File: src/rtl/button_control.sv
// Run/stop controller: synchronises the start/pause and finish buttons, detects
// press edges and holds the registered run level in a two-state machine.
module button_control #(
    parameter int unsigned SYNC_STAGES = 2
) (
    input  logic clock,
    input  logic reset,
    input  logic buttonSt,
    input  logic buttonFi,
    output logic run
);

    typedef enum logic {
        STOPPED = 1'b0,
        RUNNING = 1'b1
    } state_t;

    localparam logic [2:0] FILL_DONE = 3'(SYNC_STAGES + 1);

    logic [SYNC_STAGES-1:0] st_sync;
    logic [SYNC_STAGES-1:0] fi_sync;
    logic                   st_prev;
    logic                   fi_prev;
    logic [2:0]             fill_cnt;
    logic                   filled;
    logic                   st_edge;
    logic                   fi_edge;
    state_t                 state;
    state_t                 state_next;

    always_ff @(posedge clock) begin
        if (reset) begin
            st_sync  <= '0;
            fi_sync  <= '0;
            st_prev  <= 1'b0;
            fi_prev  <= 1'b0;
            fill_cnt <= '0;
        end else begin
            st_sync <= {st_sync[SYNC_STAGES-2:0], buttonSt};
            fi_sync <= {fi_sync[SYNC_STAGES-2:0], buttonFi};
            st_prev <= st_sync[SYNC_STAGES-1];
            fi_prev <= fi_sync[SYNC_STAGES-1];
            if (fill_cnt != FILL_DONE) begin
                fill_cnt <= fill_cnt + 3'd1;
            end
        end
    end

    // The chains restart from zero after reset, so a button held through reset
    // would look like a fresh rising edge while they refill; edges are ignored
    // until the chain and previous flop again reflect the real button level.
    assign filled  = (fill_cnt == FILL_DONE);
    assign st_edge = filled & st_sync[SYNC_STAGES-1] & ~st_prev;
    assign fi_edge = filled & fi_sync[SYNC_STAGES-1] & ~fi_prev;

    always_ff @(posedge clock) begin
        if (reset) begin
            state <= STOPPED;
        end else begin
            state <= state_next;
        end
    end

    always_comb begin
        state_next = state;
        if (fi_edge) begin
            state_next = STOPPED;
        end else if (st_edge) begin
            state_next = (state == STOPPED) ? RUNNING : STOPPED;
        end
    end

    always_comb begin
        run = (state == RUNNING);
    end

endmodule

File: config.mk
export PLATFORM = sky130hd
export DESIGN_NAME = button_control
export DESIGN_NICKNAME = d
export VERILOG_FILES = /design/src/rtl/button_control.sv
export SDC_FILE = /design/constraint.sdc
export NUM_CORES = 1
export LEC_CHECK = 0
export ABC_CLOCK_PERIOD_IN_PS = 1050
export CAP_MARGIN = 10
export CORE_AREA = 2 2 39 41
export CTS_CLUSTER_DIAMETER = 150
export CTS_CLUSTER_SIZE = 16
export DETAILED_ROUTE_END_ITERATION = 6
export DIE_AREA = 0 0 41 43
export PLACE_DENSITY = 0.57
export SYNTH_ARGS = -nofsm -noshare
export SYNTH_HDL_FRONTEND = slang
export SYNTH_SLANG_ARGS = --single-unit
File: constraint.sdc
create_clock -name clock -period 1.05 [get_ports clock]
set_input_delay 0.2625 -clock clock [delete_from_list [all_inputs] [get_ports clock]]
set_output_delay 0.2625 -clock clock [all_outputs]
set_load 0.05 [all_outputs]
==> impl_metrics.json, run 1 <==
{
  "fin_hold_ws_ns": 0.435,
  "detail_route.iter0.violations": 0,
  "first_global_vias": 248,
  "drive_gt1_share_pct": 38.1,
  "r2r_slack_ns": -0.03,
  "synth_seq_cells": 10,
  "stdcell_count": 58,
  "port_buffers": 4,
  "syn_to_final_growth_pct": 44.1,
  "mostFrequentLayoutCells": "dfxtp_1, and2b_1, buf_4",
  "finalWirelength_um": 489,
  "syn_inst": 32,
  "yosysWarningCount": 0,
  "place_ws_ns": -0.166,
  "powerDensity_mw_per_mm2": 1790,
  "endpoint": "run",
  "grt_pass1_wl_um": 966,
  "initial_core_util_pct": 26.9,
  "place_inst": 53,
  "drt-pass1-iter-count": 1,
  "post-route-util_pct": 38.7,
  "reg2reg_from": "fill_cnt[0]",
  "nFillCells": 139,
  "holdCritPathClass": "reg -> reg",
  "fin_ws_ns": -0.0284,
  "post-route-period-util_pct": 103,
  "vdd_ir_drop_max_uv": 883,
  "synth-xor-area-share_pct": 2.36,
  "place_hpwl_um": 422,
  "worst_pin_slew_ns": 0.121,
  "crit_slowest_cell": "dfxtp_2",
  "vias_per_cell": 4.22,
  "grtUsageTotal_pct": 8.89,
  "hold_viol": 0,
  "arrival_ns": 1.23,
  "synth_mux_area_share_pct": 2.69,
  "core_area_sq_mm": 0.00138,
  "drc": 0,
  "overflow": 0,
  "drv_slew": 0,
  "cellLeakagePower_nw": 0.235,
  "wl_per_cell_um": 8.43,
  "critPathMaxStageDelay_ns": 0.34,
  "synth_compound_area_share_pct": 7.74,
  "r2r_cells": 4,
  "cts_tree": "done",
  "seq_area_sq_um": 206,
  "finalClockSkew_ns": 0.000481,
  "post-route-min-period_ns": 1.08,
  "num_antenna_cells": 0,
  "violations": "setup timing",
  "fp.dieW_um": 41,
  "clock_latency_ns": 0.26,
  "die_h_um": 43,
  "max_slew_margin_pct": 91.7,
  "critPathCaptureType": "flip-flop",
  "cts_buffer_depth": 2,
  "io_pins": 5,
  "cts_made_buffers": 3,
  "postCtsHoldBufs": 0,
  "die-area_sq_mm": 0.00176,
  "multiInputGateArea_sq_um": 189,
  "status": "finished with violations",
  "synth_top_family_by_area": "simple AND/OR/NAND/NOR gates",
  "yosys.area_share.adder_pct": 6.73,
  "path_class": "reg -> reg",
  "yosys.cell_types.count": 15,
  "antenna_found_initial": 0,
  "cp-start-kind": "flip-flop",
  "gp_congestion": 0.566,
  "required_ns": 1.20,
  "grt_max_degree": 8,
  "yosys.area_share.simple_pct": 21.2,
  "worstReg2RegEnd": "run",
  "rsz0062_at_grt": "yes",
  "cts_sinks": 10,
  "core.rowCount": 14,
  "crit_top_cell": "ha_4",
  "setup_violations": 2,
  "vias": 245,
  "syn_area_sq_um": 372,
  "nets": 49,
  "ant_nets": 0,
  "fmaxAchievable_mhz": 927,
  "final_common_cell": "dfxtp_1",
  "synth_nets": 38,
  "clkTransAtPathRegs_ns": 0.06,
  "htreeDepth": 1,
  "syn_area_per_cell_sq_um": 11.6,
  "cap_violations": 0,
  "stdcell_area_sq_um": 536,
  "cp_cell_sequence": "ha_4 -> ha_4 -> o21ba_1 -> o2111a_1",
  "startpoint": "fill_cnt[0]",
  "synth_seq_area_share_pct": 53.9,
  "place_area_sq_um": 475,
  "path_max_fanout": 7,
  "cts_root_buf": "clkbuf_4"
}
==> routing by layer <==
metal | up-vias | track usage, % | routed length [um]
li1 | 126 | - | -
met4 | 0 | 12.0 | 30
met1 | 108 | 8.52 | 196
met2 | 7 | 12.8 | 235
met5 | - | 0 | 0
met3 | 4 | 1.57 | 27
==> what timing repair did <==
| action | 4_1_cts | 5_1_grt |
|---|---|---|
| setup endpoints to repair | 3 | 4 |
| buffers inserted | 0 | 1 |
| gates resized for setup | 2 | 3 |
| pin swaps | 0 | 5 |
==> state kept, by name, summed over array words and instances (netlist names) <==
name,cells
st_sync,2
st_prev,1
fi_prev,1
run,1
fill_cnt,3
fi_sync,2
==> per-stage QoR <==
step,power [mW],TNS (ns)
finish,0.959,-0.0327
global route,1.03,-0.182
floorplan,0.566,-0.0545
detailed placement,0.607,-0.996
global placement,0.586,-0.707
CTS,0.951,-0.0340
==> cell usage after synthesis <==
master	number	area [sq um]
buf_2	1	5.00
nand3b_1	1	7.51
inv_1	1	3.75
ha_1	2	25.0
mux2i_1	1	10.0
dfxtp_1	10	200
nor2b_1	4	25.0
o2111a_1	1	11.3
o21ba_1	1	10.0
a211oi_1	1	7.51
nand4b_1	1	8.76
and2b_1	4	30.0
buf_6	1	11.3
nor2_1	2	7.51
xor2_1	1	8.76
==> report_power, final <==
group | internal (mW) | switching [mW] | total, mW
combinational | 0.111 | 0.0682 | 0.179
clock | 0.210 | 0.127 | 0.337
sequential | 0.419 | 0.0240 | 0.443
total | 0.740 | 0.219 | 0.959
==> final cells by class <==
class | instances | area share (%)
well taps | 16 | 3.74
repair buffers | 8 | 15.0
clock buffers | 4 | 6.78
multi-input cells | 19 | 35.3
flip-flops and latches | 10 | 38.6
inverters | 1 | 0.701
==> worst min-delay path by stage <==
stage,from,endpoint,slack (ns),cells past startpoint
2_1_floorplan,buttonFi,fi_sync[0],0.39,1
3_3_place_gp,fi_sync[0],fi_sync[1],0.42,1
3_5_place_dp,st_sync[0],st_sync[1],0.42,1
4_1_cts,st_sync[0],st_sync[1],0.44,1
5_1_grt,st_sync[0],st_sync[1],0.45,1
6_report,st_sync[0],st_sync[1],0.43,1
==> cell families after synthesis <==
kind of cell | Yosys count
compound gates | 3
xor+xnor | 1
fa+ha+maj | 2
buf+inv | 3
flops | 10
mux | 1
simple gates | 12
==> critical path: cells and delay by family (launching register included) <==
| family | cells | cell delay [ns] |
|---|---|---|
| adder cells (fa/ha/maj) | 2 | 0.35 |
| flip-flops | 1 | 0.34 |
| AO/OA/AOI/OAI | 2 | 0.29 |
Note: power is estimated with default switching activity, not from simulation.
==> inputs of run 2 (changes only) <==
==> constraint.sdc (replaced) <==
create_clock -name clock -period 1.05 [get_ports clock]
set_input_delay 0.21 -clock clock [delete_from_list [all_inputs] [get_ports clock]]
set_output_delay 0.21 -clock clock [all_outputs]
set_load 0.05 [all_outputs]
==> run 2 against run 1 <==
The flow still finishes with violations (setup timing). Via count is 0.41% lower. Critical path type unchanged. Wire length increased by 6.7%. Core utilization fell by 0.27 points. Design area decreased by 0.70%. Final cell count stayed put. Sequential power about the same. Setup slack better by 0.017 ns. Sequential share of layout area fell by 0.43 points. Maximum frequency grew 1.6%. First-iteration DRC count stayed put. Critical path depth is the same. Highest routed layer unchanged. Hold slack about the same.
==> impl_metrics.json, run 2 (synthesis gave the netlist of run 1 again) <==
{
  "violations": "setup timing",
  "post-route-min-period_ns": 1.06,
  "holdCritPathClass": "reg -> reg",
  "clock_latency_ns": 0.26,
  "antenna_found_initial": 0,
  "largest_reg_flops": 3,
  "pwr-share-comb_pct": 19.7,
  "place_inst": 53,
  "status": "finished with violations",
  "path_max_fanout": 7,
  "worst_pin_slew_ns": 0.189,
  "switching_power_mw": 0.224,
  "critPathCaptureType": "flip-flop",
  "drv_slew": 0,
  "fp.dieW_um": 41,
  "vdd_ir_drop_max_uv": 881,
  "cp-start-kind": "flip-flop",
  "power_mw": 0.973,
  "first_global_vias": 253,
  "seq_area_sq_um": 203,
  "max_slew_margin_pct": 87.4,
  "core_area_sq_mm": 0.00138,
  "ant_nets": 0,
  "clkTransAtPathRegs_ns": 0.06,
  "crit_slowest_cell": "dfxtp_2",
  "place_area_sq_um": 475,
  "cts_made_buffers": 3,
  "htreeDepth": 1,
  "detail_route.iter0.violations": 0,
  "arrival_ns": 1.22,
  "drt-pass1-iter-count": 1,
  "cellLeakagePower_nw": 0.234,
  "overflow": 0,
  "mostFrequentLayoutCells": "dfxtp_1, and2b_1, buf_4",
  "hold_path.startpoint": "st_sync[0]",
  "hold_viol": 0,
  "place_ws_ns": -0.113,
  "grt_pass1_wl_mm": 1.01,
  "final_common_cell": "dfxtp_1",
  "p_int_mw": 0.749,
  "wl_per_cell_um": 9.00,
  "reg_top3": "fill_cnt x3, fi_sync x2, st_sync x2",
  "cap_violations": 0,
  "num_antenna_cells": 0,
  "core.rowCount": 14,
  "die-area_sq_mm": 0.00176,
  "crit_top_cell": "ha_4",
  "place_hpwl_um": 422,
  "cts_sinks": 10,
  "finalWirelength_um": 522,
  "fin_ws_ns": -0.0114,
  "fmaxAchievable_mhz": 942,
  "path_class": "reg -> reg",
  "swShare_pct": 23.0,
  "vias": 244,
  "powerDensity_mw_per_mm2": 1830,
  "initial_core_util_pct": 26.9,
  "cts_buffer_depth": 2,
  "finalClockSkew_ns": 0.000651,
  "io_pins": 5,
  "required_ns": 1.20,
  "p_clk_share_pct": 34.7,
  "power_frac_seq_pct": 45.7,
  "cp_cell_sequence": "ha_4 -> ha_4 -> o21ba_1 -> o2111a_1",
  "setup_violations": 1,
  "reg2reg_from": "fill_cnt[0]",
  "nets": 49,
  "port_buffers": 4,
  "setup_tns_ns": -0.0114,
  "cts_root_buf": "clkbuf_4",
  "grt_max_degree": 8,
  "post-route-period-util_pct": 101,
  "critPathMaxStageDelay_ns": 0.33,
  "die_h_um": 43,
  "stdcell_area_sq_um": 532,
  "drive_gt1_share_pct": 35.7,
  "startpoint": "fill_cnt[0]",
  "grtUsageTotal_pct": 9.19,
  "r2r_slack_ns": -0.01,
  "rsz0062_at_grt": "yes",
  "stdcell_count": 58,
  "gp_congestion": 0.566,
  "multiInputGateArea_sq_um": 189,
  "regMostFlops": "fill_cnt",
  "nFillCells": 136,
  "syn_to_final_growth_pct": 43.1,
  "cts_tree": "done",
  "drc": 0,
  "vias_per_cell": 4.21
}
[run 2: changes by cell type in the layout (fill, tap and decap cells not counted)]
cell,previous run,this run
dfxtp_1,7,8
dfxtp_4,1,0
[run 2: path summary, 6_finish.rpt]
path	depth (start not counted)	endpoint
hold reg to reg	1	st_sync[1]
hold / removal	1	st_sync[1]
setup reg to reg	4	run
setup / recovery	4	run
[run 2: cell type report]
type | count | share of cell area [%]
Timing Repair Buffer | 8 | 15.1
Clock buffer | 4 | 6.82
Sequential cell | 10 | 38.1
Tap cell | 16 | 3.76
Inverter | 1 | 0.706
Multi-Input combinational cell | 19 | 35.5
[run 2: per-layer routing]
| layer | track usage [%] | vias up | wire length (um) |
|---|---|---|---|
| li1 | - | 126 | - |
| met1 | 9.18 | 107 | 202 |
| met5 | 0 | - | 0 |
| met4 | 12.0 | 0 | 31 |
| met3 | 1.57 | 4 | 27 |
| met2 | 13.1 | 7 | 260 |
[run 2: worst max-delay path: cells and delay by family, from the launching register on]
kind	cells	cell delay, ns
AO/OA/AOI/OAI	2	0.28
adder cells (fa/ha/maj)	2	0.35
flip-flops	1	0.33
[run 2: repair_timing]
item / in CTS / in global routing
buffers inserted: 1 / 0
pin swaps: 3 / 2
endpoints found under the setup margin: 3 / 4
resized for setup: 2 / 0
endpoints found under the hold margin: 0 / 0
hold buffers: 0 / 0
[run 2: power groups by stage]
stage | Sequential (mW) | Combinational (mW) | Clock [mW]
2_1_floorplan | 0.452 | 0.114 | 0
3_3_place_gp | 0.453 | 0.134 | 0
3_5_place_dp | 0.455 | 0.152 | 0
4_1_cts | 0.445 | 0.197 | 0.354
5_1_grt | 0.449 | 0.218 | 0.372
6_report | 0.444 | 0.191 | 0.337
[run 2: through the flow]
step	util [%]	hold WS, ns
2_1_floorplan	-	0.335
3_3_place_gp	34.4	0.416
3_5_place_dp	34.4	0.424
4_1_cts	38.4	0.439
5_1_grt	38.4	0.452
6_report	38.4	0.435
==> inputs of run 3 (changes only) <==
--- a/config.mk
+++ b/config.mk
@@ -5,14 +5,15 @@
 export SDC_FILE = /design/constraint.sdc
 export NUM_CORES = 1
 export LEC_CHECK = 0
+export ABC_AREA = 1
 export ABC_CLOCK_PERIOD_IN_PS = 1050
-export CAP_MARGIN = 10
 export CORE_AREA = 2 2 39 41
 export CTS_CLUSTER_DIAMETER = 150
 export CTS_CLUSTER_SIZE = 16
 export DETAILED_ROUTE_END_ITERATION = 6
 export DIE_AREA = 0 0 41 43
-export PLACE_DENSITY = 0.57
+export PLACE_DENSITY = 0.56
+export RECOVER_POWER = 100
 export SYNTH_ARGS = -nofsm -noshare
 export SYNTH_HDL_FRONTEND = slang
 export SYNTH_SLANG_ARGS = --single-unit
==> run 3 against run 2 <==
The run now ends clean. Wire length up 0.96%. Synthesized area decreased by 1.3%. Register-to-register slack gained 0.06 ns. Final cell count is 22% higher. Design area shrank 3.3%. Non-clock buffer count unchanged. Clock power up 2%. First-iteration DRC count is 2 higher. Critical endpoint is now run. Critical path type is now reg -> out. Setup slack improved by 0.063 ns. Clock skew rose by 0.0047 ns.
==> impl_metrics.json, run 3 <==
{
  "status": "finished clean",
  "largest_reg_flops": 3,
  "max_slew_margin_pct": 89.7,
  "critPathMaxStageDelay_ns": 0.35,
  "io_pins": 5,
  "place_inst": 67,
  "multiInputGateArea_sq_um": 139,
  "r2r_cells": 4,
  "vias": 265,
  "synth_edf_count": 0,
  "overflow": 0,
  "hold_viol": 0,
  "synth_most_common_cell": "inv_1",
  "post-synth-top-area-fraction_pct": 54.6,
  "cts_root_buf": "clkbuf_4",
  "crit_slowest_cell": "dfxtp_2",
  "critPathTopFamily": "flip-flops",
  "post_cts_buffers": 0,
  "clkTransAtPathRegs_ns": 0.07,
  "antenna_found_initial": 0,
  "drc": 0,
  "cp_cell_sequence": "clkbuf_8",
  "die_h_um": 43,
  "synth_seq_area_share_pct": 54.6,
  "num_antenna_cells": 0,
  "drt-pass1-iter-count": 2,
  "cellLeakagePower_nw": 0.230,
  "cts_sinks": 10,
  "drv_slew": 0,
  "finalClockSkew_ns": 0.00537,
  "place_hpwl_um": 379,
  "synth_nets": 50,
  "grtUsageTotal_pct": 8.28,
  "stdcell_area_sq_um": 514,
  "cp_num_buf_inv": 1,
  "postCtsHoldBufs": 0,
  "cts_buffer_depth": 2,
  "synth_area_leader_cell": "dfxtp_1",
  "path_max_fanout": 3,
  "cp.depth": 1,
  "htreeDepth": 1,
  "path_class": "reg -> out",
  "cts_made_buffers": 3,
  "initial_core_util_pct": 26.5,
  "finalWirelength_um": 527,
  "gp_congestion": 0.666,
  "yosys-top-cells-area": "dfxtp_1, inv_1, nor2_1, ha_1, o21ai_0",
  "syn_area_per_cell_sq_um": 8.33,
  "critPathCaptureType": "primary output",
  "holdCritPathClass": "reg -> reg",
  "yosys.cell_types.count": 11,
  "syn_inst": 44,
  "grt_pass1_wl_um": 897,
  "required_ns": 0.84,
  "synth_seq_cells": 10,
  "synthArstFlopShare_pct": 0,
  "holdPathStages": 2,
  "clock_latency_ns": 0.26,
  "stdcell_count": 71,
  "ant_nets": 0,
  "nFillCells": 143,
  "post-route-period-util_pct": 95.1,
  "core.rowCount": 14,
  "port_buffers": 4,
  "place_area_sq_um": 458,
  "nets": 62,
  "mostFrequentLayoutCells": "inv_1, nor2_1, dfxtp_1, buf_4",
  "drive_gt1_share_pct": 25.5,
  "die-area_sq_mm": 0.00176,
  "synth_flop_cell": "dfxtp_1",
  "power_mw": 0.991,
  "syn_area_sq_um": 367,
  "grt_max_degree": 7,
  "arrival_ns": 0.79,
  "cp-start-kind": "flip-flop",
  "post-route-min-period_ns": 0.999,
  "vias_per_cell": 3.73,
  "fmaxAchievable_mhz": 1000,
  "seq_area_sq_um": 204,
  "detail_route.iter0.violations": 2,
  "syn_to_final_growth_pct": 40.3,
  "vdd_ir_drop_max_uv": 688,
  "core_area_sq_mm": 0.00138,
  "powerDensity_mw_per_mm2": 1930,
  "rsz0062_at_grt": "yes",
  "fp.dieW_um": 41,
  "synthTopCellsByCount": "inv_1, dfxtp_1, nor2_1",
  "regMostFlops": "fill_cnt",
  "reg_top3": "fill_cnt x3, fi_sync x2, st_sync x2",
  "cts_tree": "done",
  "worst_pin_slew_ns": 0.153,
  "yosysWarningCount": 0,
  "first_global_vias": 223,
  "final_common_cell": "inv_1",
  "setup_violations": 0,
  "cap_violations": 0,
  "wl_per_cell_um": 7.42
}
[run 3: worst min-delay path, delay by kind of cell, from the launching register on]
| family | cells | cell delay, ns |
|---|---|---|
| buffers and inverters | 1 | 0.04 |
| DFF | 1 | 0.30 |
| and+or+nand+nor | 1 | 0.03 |
[run 3: cell families after synthesis]
kind of cell             count (synthesis)  share of synthesized area [%]
AND/OR/NAND/NOR                         15                           16.4
adder cells (fa/ha/maj)                  2                           6.82
buffers and inverters                   12                           14.3
flip-flops                              10                           54.6
XOR/XNOR                                 1                           2.39
AO/OA/AOI/OAI                            4                           5.46
[run 3: cell type report]
cell class                      count  area share (%)
Timing Repair Buffer                8            14.4
Sequential cell                    10            39.7
Clock buffer                        4            7.06
Multi-Input combinational cell     22            27.0
Inverter                           11            8.03
Tap cell                           16            3.89
[run 3: final timing paths]
kind	startpoint	endpoint	slack, ns
max	run	run	0.05
min	fi_sync[0]	fi_sync[1]	0.41
max reg2reg	fill_cnt[1]	fill_cnt[1]	0.05
min reg2reg	fi_sync[0]	fi_sync[1]	0.41
[run 3: metal layers]
layer / track usage, % / routed length (um)
met3: 3.14 / 24
met5: 0 / 0
met4: 10.0 / 4
met2: 8.75 / 235
met1: 10.8 / 263
[run 3: metrics by stage]
step	hold slack, ns	worst slack (ns)	util, %	TNS [ns]
floorplan	0.317	0.0130	-	0
CTS	0.406	0.00198	36.7	0
global route	0.420	-0.000566	37.2	-0.000566
finish	0.405	0.0512	37.2	0
detailed placement	0.396	-0.0535	33.1	-0.109
global placement	0.389	-0.0350	33.1	-0.0791
[run 3: timing repair]
item                                    4_1_cts  5_1_grt
endpoints found under the setup margin        4        5
gates resized for setup                       3        4
hold endpoints to repair                      0        0
pin swaps                                     0        1
[run 3: power by group]
part           internal (mW)  switching [mW]  total, mW
clock                  0.210           0.133      0.344
combinational         0.0963          0.0812      0.177
sequential             0.434          0.0352      0.469
total                  0.741           0.250      0.991
